File: src/rtl/binary_bcd_seq.sv
// Sequential binary-to-BCD converter (shift-add-3), one input bit per clock.
// Registered result with start/busy/done handshake and optional sign-magnitude mode.
module binary_bcd_seq #(
    parameter int BIN_W  = 8,
    parameter int DIGITS = 3,
    parameter int SIGNED = 0
) (
    input  logic                clk,
    input  logic                reset,
    input  logic                start,
    input  logic [BIN_W-1:0]    bin_in,
    output logic                busy,
    output logic                done,
    output logic [4*DIGITS-1:0] bcd_out,
    output logic                neg,
    output logic                overflow
);

    localparam int CNT_W = $clog2(BIN_W + 1);
    localparam int BCD_W = 4 * DIGITS;
    localparam bit IS_SIGNED = (SIGNED != 0);

    typedef enum logic {
        IDLE,
        SHIFT
    } state_e;

    state_e             state_q, state_d;
    logic [BIN_W-1:0]   mag_q, mag_d;
    logic [BCD_W-1:0]   scr_q, scr_d;
    logic [BCD_W-1:0]   corr;
    logic               ovf_scr_q, ovf_scr_d;
    logic               pend_neg_q, pend_neg_d;
    logic [CNT_W-1:0]   cnt_q, cnt_d;
    logic [BCD_W-1:0]   bcd_q, bcd_d;
    logic               neg_q, neg_d;
    logic               ovf_q, ovf_d;
    logic               done_q, done_d;
    logic               in_neg;

    assign in_neg = IS_SIGNED && bin_in[BIN_W-1];

    // Add-3 correction of every scratch digit that would exceed 9 after doubling.
    always_comb begin
        corr = scr_q;
        for (int k = 0; k < DIGITS; k++) begin
            if (scr_q[4*k +: 4] >= 4'd5) begin
                corr[4*k +: 4] = scr_q[4*k +: 4] + 4'd3;
            end
        end
    end

    // NOTE: every next-state signal gets its hold value first, so no path leaves one unassigned and no latch is inferred.
    always_comb begin
        state_d    = state_q;
        mag_d      = mag_q;
        scr_d      = scr_q;
        ovf_scr_d  = ovf_scr_q;
        pend_neg_d = pend_neg_q;
        cnt_d      = cnt_q;
        bcd_d      = bcd_q;
        neg_d      = neg_q;
        ovf_d      = ovf_q;
        done_d     = 1'b0;
        case (state_q)
            IDLE: begin
                if (start) begin
                    // The unsigned reading of -bin_in is exact even for the most negative input.
                    mag_d      = in_neg ? (~bin_in + 1'b1) : bin_in;
                    pend_neg_d = in_neg;
                    scr_d      = '0;
                    ovf_scr_d  = 1'b0;
                    cnt_d      = CNT_W'(BIN_W);
                    state_d    = SHIFT;
                end
            end
            SHIFT: begin
                scr_d     = {corr[BCD_W-2:0], mag_q[BIN_W-1]};
                mag_d     = {mag_q[BIN_W-2:0], 1'b0};
                ovf_scr_d = ovf_scr_q | corr[BCD_W-1];
                cnt_d     = cnt_q - 1'b1;
                if (cnt_q == CNT_W'(1)) begin
                    bcd_d   = scr_d;
                    neg_d   = pend_neg_q;
                    ovf_d   = ovf_scr_d;
                    done_d  = 1'b1;
                    state_d = IDLE;
                end
            end
            default: state_d = IDLE;
        endcase
    end

    // NOTE: state registers use non-blocking assignments so all of them update together from pre-edge values.
    always_ff @(posedge clk or posedge reset) begin
        if (reset) begin
            state_q    <= IDLE;
            mag_q      <= '0;
            scr_q      <= '0;
            ovf_scr_q  <= 1'b0;
            pend_neg_q <= 1'b0;
            cnt_q      <= '0;
            bcd_q      <= '0;
            neg_q      <= 1'b0;
            ovf_q      <= 1'b0;
            done_q     <= 1'b0;
        end else begin
            state_q    <= state_d;
            mag_q      <= mag_d;
            scr_q      <= scr_d;
            ovf_scr_q  <= ovf_scr_d;
            pend_neg_q <= pend_neg_d;
            cnt_q      <= cnt_d;
            bcd_q      <= bcd_d;
            neg_q      <= neg_d;
            ovf_q      <= ovf_d;
            done_q     <= done_d;
        end
    end

    assign busy     = (state_q == SHIFT);
    assign done     = done_q;
    assign bcd_out  = bcd_q;
    assign neg      = neg_q;
    assign overflow = ovf_q;

endmodule

File: config.mk
export PLATFORM = sky130hd
export DESIGN_NAME = binary_bcd_seq
export DESIGN_NICKNAME = d
export VERILOG_FILES = /design/src/rtl/binary_bcd_seq.sv
export SDC_FILE = /design/constraint.sdc
export NUM_CORES = 1
export LEC_CHECK = 0
export BUFFER_PORTS_ARGS = -buffer_cell sky130_fd_sc_hd__buf_2
export CORE_AREA = 2 2 59 61
export DETAILED_ROUTE_END_ITERATION = 12
export DIE_AREA = 0 0 61 63
export PLACE_DENSITY = 0.81
export RECOVER_POWER = 25
export SLEW_MARGIN = 0
export SYNTH_ARGS = -nofsm -noshare
export SYNTH_HDL_FRONTEND = slang
export SYNTH_SLANG_ARGS = --single-unit
File: constraint.sdc
create_clock -name clk -period 2.86 [get_ports clk]
set_clock_uncertainty 0.2 [all_clocks]
set_input_delay 0 -clock clk [delete_from_list [all_inputs] [get_ports clk]]
set_output_delay 0 -clock clk [all_outputs]
set_load 0.05 [all_outputs]
* After elaboration in Yosys (flattened, before gate mapping)
Cells that the tools add are included.
** Cells by class
- Order comparisons :: 3
- Reduce and logical (&&, ||, !) cells :: 1
- Bitwise operators :: 2
- Mux-type cells :: 16
- Add/subtract/negate cells :: 4
- Equal/unequal tests :: 2
** Operators with widths (count)
- 12-bit case mux with 2 select lines :: 1
- 4-bit 2-to-1 mux :: 4
- 8-bit case mux with 2 select lines :: 1
- 4-bit by 2-bit adder with 4-bit output, second input constant :: 3
- 4-bit by 3-bit greater-or-equal comparator with 1-bit output, second input constant :: 3
- 12-bit 2-to-1 mux :: 1
- 8-bit 2-to-1 mux :: 1
- 4-bit case mux with 2 select lines :: 1
- 1-bit 2-to-1 mux :: 5
- 4-bit by 1-bit == test with 1-bit output, second input constant :: 1
- 1-bit case mux with 2 select lines :: 2
- 4-bit by 1-bit subtractor with 4-bit output, second input constant :: 1
- 2-bit inequality test, second input constant :: 1
- 2-bit AND reduction :: 1
- 1-bit inverter :: 1
- 1-bit OR :: 1
** Word-level totals
- Output and inout bits :: 16
- Word-level logic and storage cells :: 36
- Flip-flop bits (word level) :: 40
- Input port bits :: 11

* Logic depth before layout (Yosys ltp)
Gate-level depths: netlist (run 1).
- Depth in word-level cells :: 4
- Depth in mapped cells :: 6
- Depth with buffers taken out :: 6

* Least setup slack after synthesis (run 1)
OpenSTA, ideal clock, no wires.
- Kind :: reg-to-reg
- Start point :: register state_q, in the netlist busy
- End point :: register bcd_q[10], in the netlist bcd_out[10]
- Setup time :: 0.125 ns
- Arrival time :: 1.817 ns
- Cell stages (with the launch flop) :: 5
- Buffers on the path :: 0
- Period minus slack after synthesis :: 2.141 ns
- Data required time :: 2.535 ns
- Path slack :: 0.719 ns
- Cell sequence :: dfrtp_1 -> inv_2 -> or4b_4 -> inv_2 -> mux2_2
** Between the ends
- Longest elaborated chain between the ends :: 1
** RTL lines
- start, declared :: line 28 : state_e state_q, state_d;
- start signal, assigned :: line 108 : state_q <= state_d;
- 2-bit AND reduction (no line)
- end signal, assigned :: line 103 : bcd_q <= '0;
- end signal, assigned :: line 114 : bcd_q <= bcd_d;
- end, declared :: line 35 : logic [BCD_W-1:0] bcd_q, bcd_d;
Every way passes these cells.
A chain may end at the register's enable or synchronous reset.

* Worst setup path in the final report (run 1)
Ends and elaborated chain as after synthesis.

==> results of run 1 <==
## sequential cells by signal, indices dropped and copies added (netlist names)
register	count
busy	1
done	1
ovf_scr_q	1
cnt_q	4
mag_q	8
scr_q	12
overflow	1
bcd_out	12
## Yosys cell counts, drive strengths merged, types with 2 or more instances
cell type and n:
a21oi 11, buf 4, clkbuf 5, dfrtp 40, ha 8, inv 12
mux2 3, mux2i 9, nand2 33, nand2b 3, nand3 2, nor2 6
nor3b 6, o21ai 24, o22ai 10, xnor2 4
## layout by cell type (no fill, tap or decap), drive strengths merged, types with 2 or more instances in the layout
cell type | synthesis | final
a21oi | 11 | 11
buf | 4 | 25
clkbuf | 5 | 9
dfrtp | 40 | 40
dlygate4sd3 | 0 | 11
ha | 8 | 8
inv | 12 | 12
mux2 | 3 | 3
mux2i | 9 | 9
nand2 | 33 | 33
nand2b | 3 | 3
nand3 | 2 | 2
nor2 | 6 | 6
nor3b | 6 | 6
o21ai | 24 | 24
o22ai | 10 | 10
xnor2 | 4 | 4
## how the worst min path moves through the flow
| stage | end | depth (start not counted) | slack [ns] |
|---|---|---|---|
| 2_1_floorplan | mag_q[0]$_DFFE_PP0P_ | 2 | -0.04 |
| 3_3_place_gp | mag_q[0]$_DFFE_PP0P_ | 2 | -0.01 |
| 3_5_place_dp | mag_q[0]$_DFFE_PP0P_ | 2 | -0.006 |
| 4_1_cts | ovf_scr_q$_DFFE_PP0P_ | 3 | 0.17 |
| 5_1_grt | mag_q[7]$_DFFE_PP0P_ | 3 | 0.20 |
| 6_report | mag_q[0]$_DFFE_PP0P_ | 3 | 0.14 |
## stage by stage
stage | utilization | std cells
after floorplan | - | 188
after detailed placement | 0.6260 | 252
after CTS | 0.6802 | 270
after global routing | 0.6787 | 270
after global placement | 0.6260 | 252
final | 0.6787 | 270
## per-layer routing
layer / share of wire / GRT usage / vias up
met5: 0 / 0 / -
met4: 0.0038 / 0.04076 / 0
met1: 0.47 / 0.2741 / 683
li1: - / - / 714
met3: 0.031 / 0.05590 / 2
met2: 0.50 / 0.3118 / 29
## layout make-up
type	count	area (µm²)
fillers	262	1039
multi-input cells	127	779.5
clock buffers	7	65.06
repair buffers	38	245.2
flip-flops and latches	40	1001
inverters	12	45.04
well taps	46	57.56
## worst max-delay path: stages (launching register included)
cell and delay, ns:
dfrtp_1 0.37, inv_2 0.17, or4b_4 0.71, inv_2 0.15, mux2_2 0.34
## logic make-up (layout without fill, tap and decap cells)
logic type / Yosys count / after routing / synth area share
flip-flops: 40 / 40 / 0.5366
adder cells (fa/ha/maj): 8 / 8 / 0.05366
multiplexers: 12 / 12 / 0.06640
other: 1 / 1 / 0.002010
XOR/XNOR: 4 / 4 / 0.01878
AND/OR/NAND/NOR: 53 / 53 / 0.1315
buffers and inverters: 21 / 57 / 0.04561
AO/OA/AOI/OAI: 49 / 49 / 0.1455
## power by group through the flow
| stage | Clock [µW] | Sequential (µW) | Combinational (µW) |
|---|---|---|---|
| finish | 314 | 973 | 1260 |
| global route | 344 | 1010 | 1390 |
| CTS | 317 | 970 | 1280 |
| detailed placement | 0 | 978 | 1260 |
| global placement | 0 | 975 | 1220 |
| floorplan | 0 | 1250 | 724 |
## repair_timing
action / in CTS / in global routing
hold endpoints to repair: 40 / 0
setup endpoints to repair: 0 / 0
hold buffers: 11 / 0
resized for setup: 0 / 0
==> flow_summary.json, run 1 <==
{
  "synth_top_area_cell": "dfrtp_1",
  "power.leakage_uw": 0.001043,
  "power_frac_comb": 0.494,
  "status": "finished, final reports clean",
  "setup_ws_ns": 0.8183,
  "p_per_area_mw_per_mm2": 1160,
  "insertion_delay_ns": 0.34,
  "ir_drop_mv": 0.5538,
  "portBuffers": 25,
  "crit_start": "busy$_DFF_PP0_",
  "cts_sinks": 40,
  "critPathCapture": "bcd_out[10]$_DFFE_PP0P_",
  "clock_path_buffers": 2,
  "end_kind": "flop",
  "die_h_um": 63,
  "synth_nets": 207,
  "worstReg2RegStart": "busy$_DFF_PP0_",
  "drv_cap": 0,
  "grt_pass1_wl_um": 5830,
  "wl_um": 3378,
  "placed_area_mm2": 0.002023,
  "drive_gt1_frac": 0.1741,
  "synth_top_area_frac": 0.5366,
  "nets": 243,
  "antenna_found_initial": 0,
  "vias_per_cell": 5.289,
  "numCtsBuffers": 5,
  "r2r_end": "bcd_out[10]$_DFFE_PP0P_",
  "cts-root-buf": "clkbuf_4",
  "synth_area_leaders": "dfrtp_1, nand2_1, ha_1, mux2i_1, o21ai_0",
  "p_clk_frac": 0.123,
  "rsz0062_at_grt": "no",
  "hold_path_class": "in -> async",
  "fmax_ghz": 0.4898,
  "arrival_ns": 2.07,
  "tightestPinTransition_ns": 0.8443,
  "crit_type": "reg -> reg",
  "yosysWarnings": 0,
  "grt_usage": 0.1984,
  "area_delta_synth_final_pct": 17.57,
  "finalSetupViolations": 0,
  "start_util": 0.5772,
  "postRouteAntennaNets": 0,
  "cts_tree": "done",
  "async_flop_share": 1.000,
  "sw_frac_of_total": 0.4528,
  "dieArea_mm2": 0.003843,
  "core-area_mm2": 0.003232,
  "finalPower_uw": 2543,
  "preCtsSetupSlack_ns": 0.8319,
  "die_x_um": 61,
  "holdWs_ns": 0.1431,
  "hpwl_um": 2269,
  "synth_edf_count": 0,
  "max_slew_margin": 0.4371,
  "synthesis.area_mm2": 0.001866,
  "fin_area_mm2": 0.002193,
  "io_pins": 27,
  "synth-seq-cells": 40,
  "grt_overflow_total": 0,
  "p_int_uw": 1392,
  "cts_setup_buffers": 0,
  "netlist_instances": 188,
  "post-route-period-util": 0.7139,
  "ys_types": 28,
  "crit_required_ns": 2.89,
  "slew_violations": 0,
  "grt_max_degree": 28,
  "period_minus_slack_ns": 2.042,
  "avgSynthCellArea_um2": 9.923,
  "route.vias.total": 1428,
  "startpoint_type": "flop",
  "synthFlopType": "dfrtp_1",
  "rr_worst_depth": 4,
  "seq_area_frac_synth": 0.5366,
  "rows": 21,
  "tns_ns": 0,
  "worstPathMaxFanout": 27,
  "drtPass1Iterations": 4,
  "h-tree-depth": 2,
  "wl_per_cell_um": 12.51,
  "grt_pass1_vias": 1334,
  "gp_congestion": 0.7397,
  "pwr-share-seq": 0.382,
  "antenna-diode-count": 0,
  "first_iter_violations": 49,
  "p_switching_uw": 1152,
  "drc": 0,
  "clkTransAtPathRegs_ns": 0.11,
  "rrSetupSlack_ns": 0.82,
  "hold_viol": 0
}
No activity file was read; power rests on OpenSTA's default activity.
==> run 2, diff against run 1 <==
--- a/config.mk
+++ b/config.mk
@@ -6,10 +6,10 @@
 export NUM_CORES = 1
 export LEC_CHECK = 0
 export BUFFER_PORTS_ARGS = -buffer_cell sky130_fd_sc_hd__buf_2
-export CORE_AREA = 2 2 59 61
+export CORE_AREA = 2 2 61 63
 export DETAILED_ROUTE_END_ITERATION = 12
-export DIE_AREA = 0 0 61 63
-export PLACE_DENSITY = 0.81
+export DIE_AREA = 0 0 63 65
+export PLACE_DENSITY = 0.77
 export RECOVER_POWER = 25
 export SLEW_MARGIN = 0
 export SYNTH_ARGS = -nofsm -noshare
==> constraint.sdc (replaced) <==
create_clock -name clk -period 2.14 [get_ports clk]
set_clock_uncertainty 0.2 [all_clocks]
set_input_delay 0 -clock clk [delete_from_list [all_inputs] [get_ports clk]]
set_output_delay 0 -clock clk [all_outputs]
set_load 0.05 [all_outputs]
==> flow_summary.json, run 2 (synthesis results as in run 1) <==
{
  "status": "finished, final reports clean",
  "gp_congestion": 0.7814,
  "grt_pass1_wl_um": 6058,
  "portBuffers": 25,
  "rsz0062_at_grt": "no",
  "route.vias.total": 1411,
  "area_delta_synth_final_pct": 17.71,
  "insertion_delay_ns": 0.35,
  "arrival_ns": 1.97,
  "finalPower_uw": 3364,
  "die_h_um": 65,
  "dieArea_mm2": 0.004095,
  "start_util": 0.5336,
  "rr_worst_depth": 6,
  "grt_max_degree": 41,
  "drv_cap": 0,
  "first_iter_violations": 107,
  "antenna-diode-count": 0,
  "nets": 245,
  "grt_usage": 0.1951,
  "p_per_area_mw_per_mm2": 1532,
  "path_cells": "inv_1, ha_1, nand2b_1, a21oi_1, mux2_2, o22ai_1",
  "antenna_found_initial": 0,
  "ir_drop_mv": 0.8256,
  "fmax_ghz": 0.5301,
  "setup_ws_ns": 0.2534,
  "holdPathEnd": "mag_q[1]$_DFFE_PP0P_",
  "clock_path_buffers": 2,
  "hold_viol": 0,
  "period_minus_slack_ns": 1.887,
  "wl_per_cell_um": 12.70,
  "holdPathStages": 4,
  "critPathBufInv": 1,
  "tightestPinTransition_ns": 0.9723,
  "vias_per_cell": 5.150,
  "tns_ns": 0,
  "post-route-period-util": 0.8816,
  "worstReg2RegStart": "scr_q[0]$_DFFE_PP0P_",
  "r2r_end": "scr_q[2]$_DFFE_PP0P_",
  "drive_gt1_frac": 0.1903,
  "wl_um": 3480,
  "grt_overflow_total": 0,
  "hp-start": "bin_in[1]",
  "die_x_um": 63,
  "h-tree-depth": 2,
  "drtPass1Iterations": 4,
  "drc": 0,
  "cts_sinks": 40,
  "grt_pass1_vias": 1347,
  "max_slew_margin": 0.3518,
  "mostFrequentLayoutCells": "dfrtp_1, nand2_1, buf_2",
  "cts_tree": "done",
  "hold_path_class": "in -> reg",
  "cts-root-buf": "clkbuf_4",
  "io_pins": 27,
  "startpoint_type": "flop",
  "power.leakage_uw": 0.001049,
  "path_delay_family": "flip-flops",
  "end_kind": "flop",
  "final_common_cell": "dfrtp_1",
  "rows": 22,
  "placed_area_mm2": 0.002042,
  "preCtsSetupSlack_ns": 0.3012,
  "crit_type": "reg -> reg",
  "rrSetupSlack_ns": 0.25,
  "numCtsBuffers": 5,
  "core-area_mm2": 0.003496,
  "finalSetupViolations": 0,
  "hpwl_um": 2225,
  "fin_area_mm2": 0.002196,
  "worstPathMaxFanout": 3,
  "slowest_stage": "dfrtp_1",
  "postRouteAntennaNets": 0,
  "crit_required_ns": 2.22,
  "cpPeakStageDelay_ns": 0.41,
  "slew_violations": 0,
  "clkTransAtPathRegs_ns": 0.11
}
## run 2: power by group
part	switching, µW	internal [µW]
registers	221	1070
clock network	240	121
logic	1090	624
## run 2: worst reg2reg max path, stage by stage, from the launching register on
cell	delay, ns
dfrtp_1	0.41
inv_1	0.12
ha_1	0.21
nand2b_1	0.08
a21oi_1	0.26
mux2_2	0.39
o22ai_1	0.14
## run 2: area by class of cell
class                      count  area, µm²
fill                         303       1300
sequential                    40       1002
multi-input combinational    127      779.5
timing repair buffer          40      262.8
tap                           48      60.06
inverter                      12      45.04
clock buffer                   6      41.29
clock inverter                 1      5.005
## run 2: how the worst max path moves through the flow
stage	startpoint	end	cells past startpoint
global route	scr_q[4]$_DFFE_PP0P_	scr_q[6]$_DFFE_PP0P_	6
global placement	scr_q[0]$_DFFE_PP0P_	scr_q[2]$_DFFE_PP0P_	6
finish	scr_q[0]$_DFFE_PP0P_	scr_q[2]$_DFFE_PP0P_	6
floorplan	busy$_DFF_PP0_	bcd_out[10]$_DFFE_PP0P_	4
CTS	scr_q[0]$_DFFE_PP0P_	scr_q[2]$_DFFE_PP0P_	6
detailed placement	scr_q[0]$_DFFE_PP0P_	scr_q[2]$_DFFE_PP0P_	6
## run 2: through the flow
stage / utilization / hold WS, ns / cells
final: 0.6281 / 0.2730 / 274
after global routing: 0.6281 / 0.2990 / 274
after CTS: 0.6288 / 0.1002 / 274
after detailed placement: 0.5841 / -0.04985 / 256
after global placement: 0.5841 / -0.05427 / 256
after floorplan: - / -0.04360 / 188
## run 2: layer usage
metal  share of wire  GRT usage  up-vias  wire (µm)
li1                -          -      713          -
met2            0.49     0.3324       36       1699
met3           0.048    0.05729        7        167
met5               0          0        -          0
met4           0.015    0.07500        0         53
met1            0.45     0.2331      655       1560
## run 2: timing repair
item / 4_1_cts / 5_1_grt
resized for setup: 0 / 0
setup buffers: 0 / 0
setup endpoints to repair: 0 / 0
hold buffers: 11 / 0
hold endpoints to repair: 59 / 0
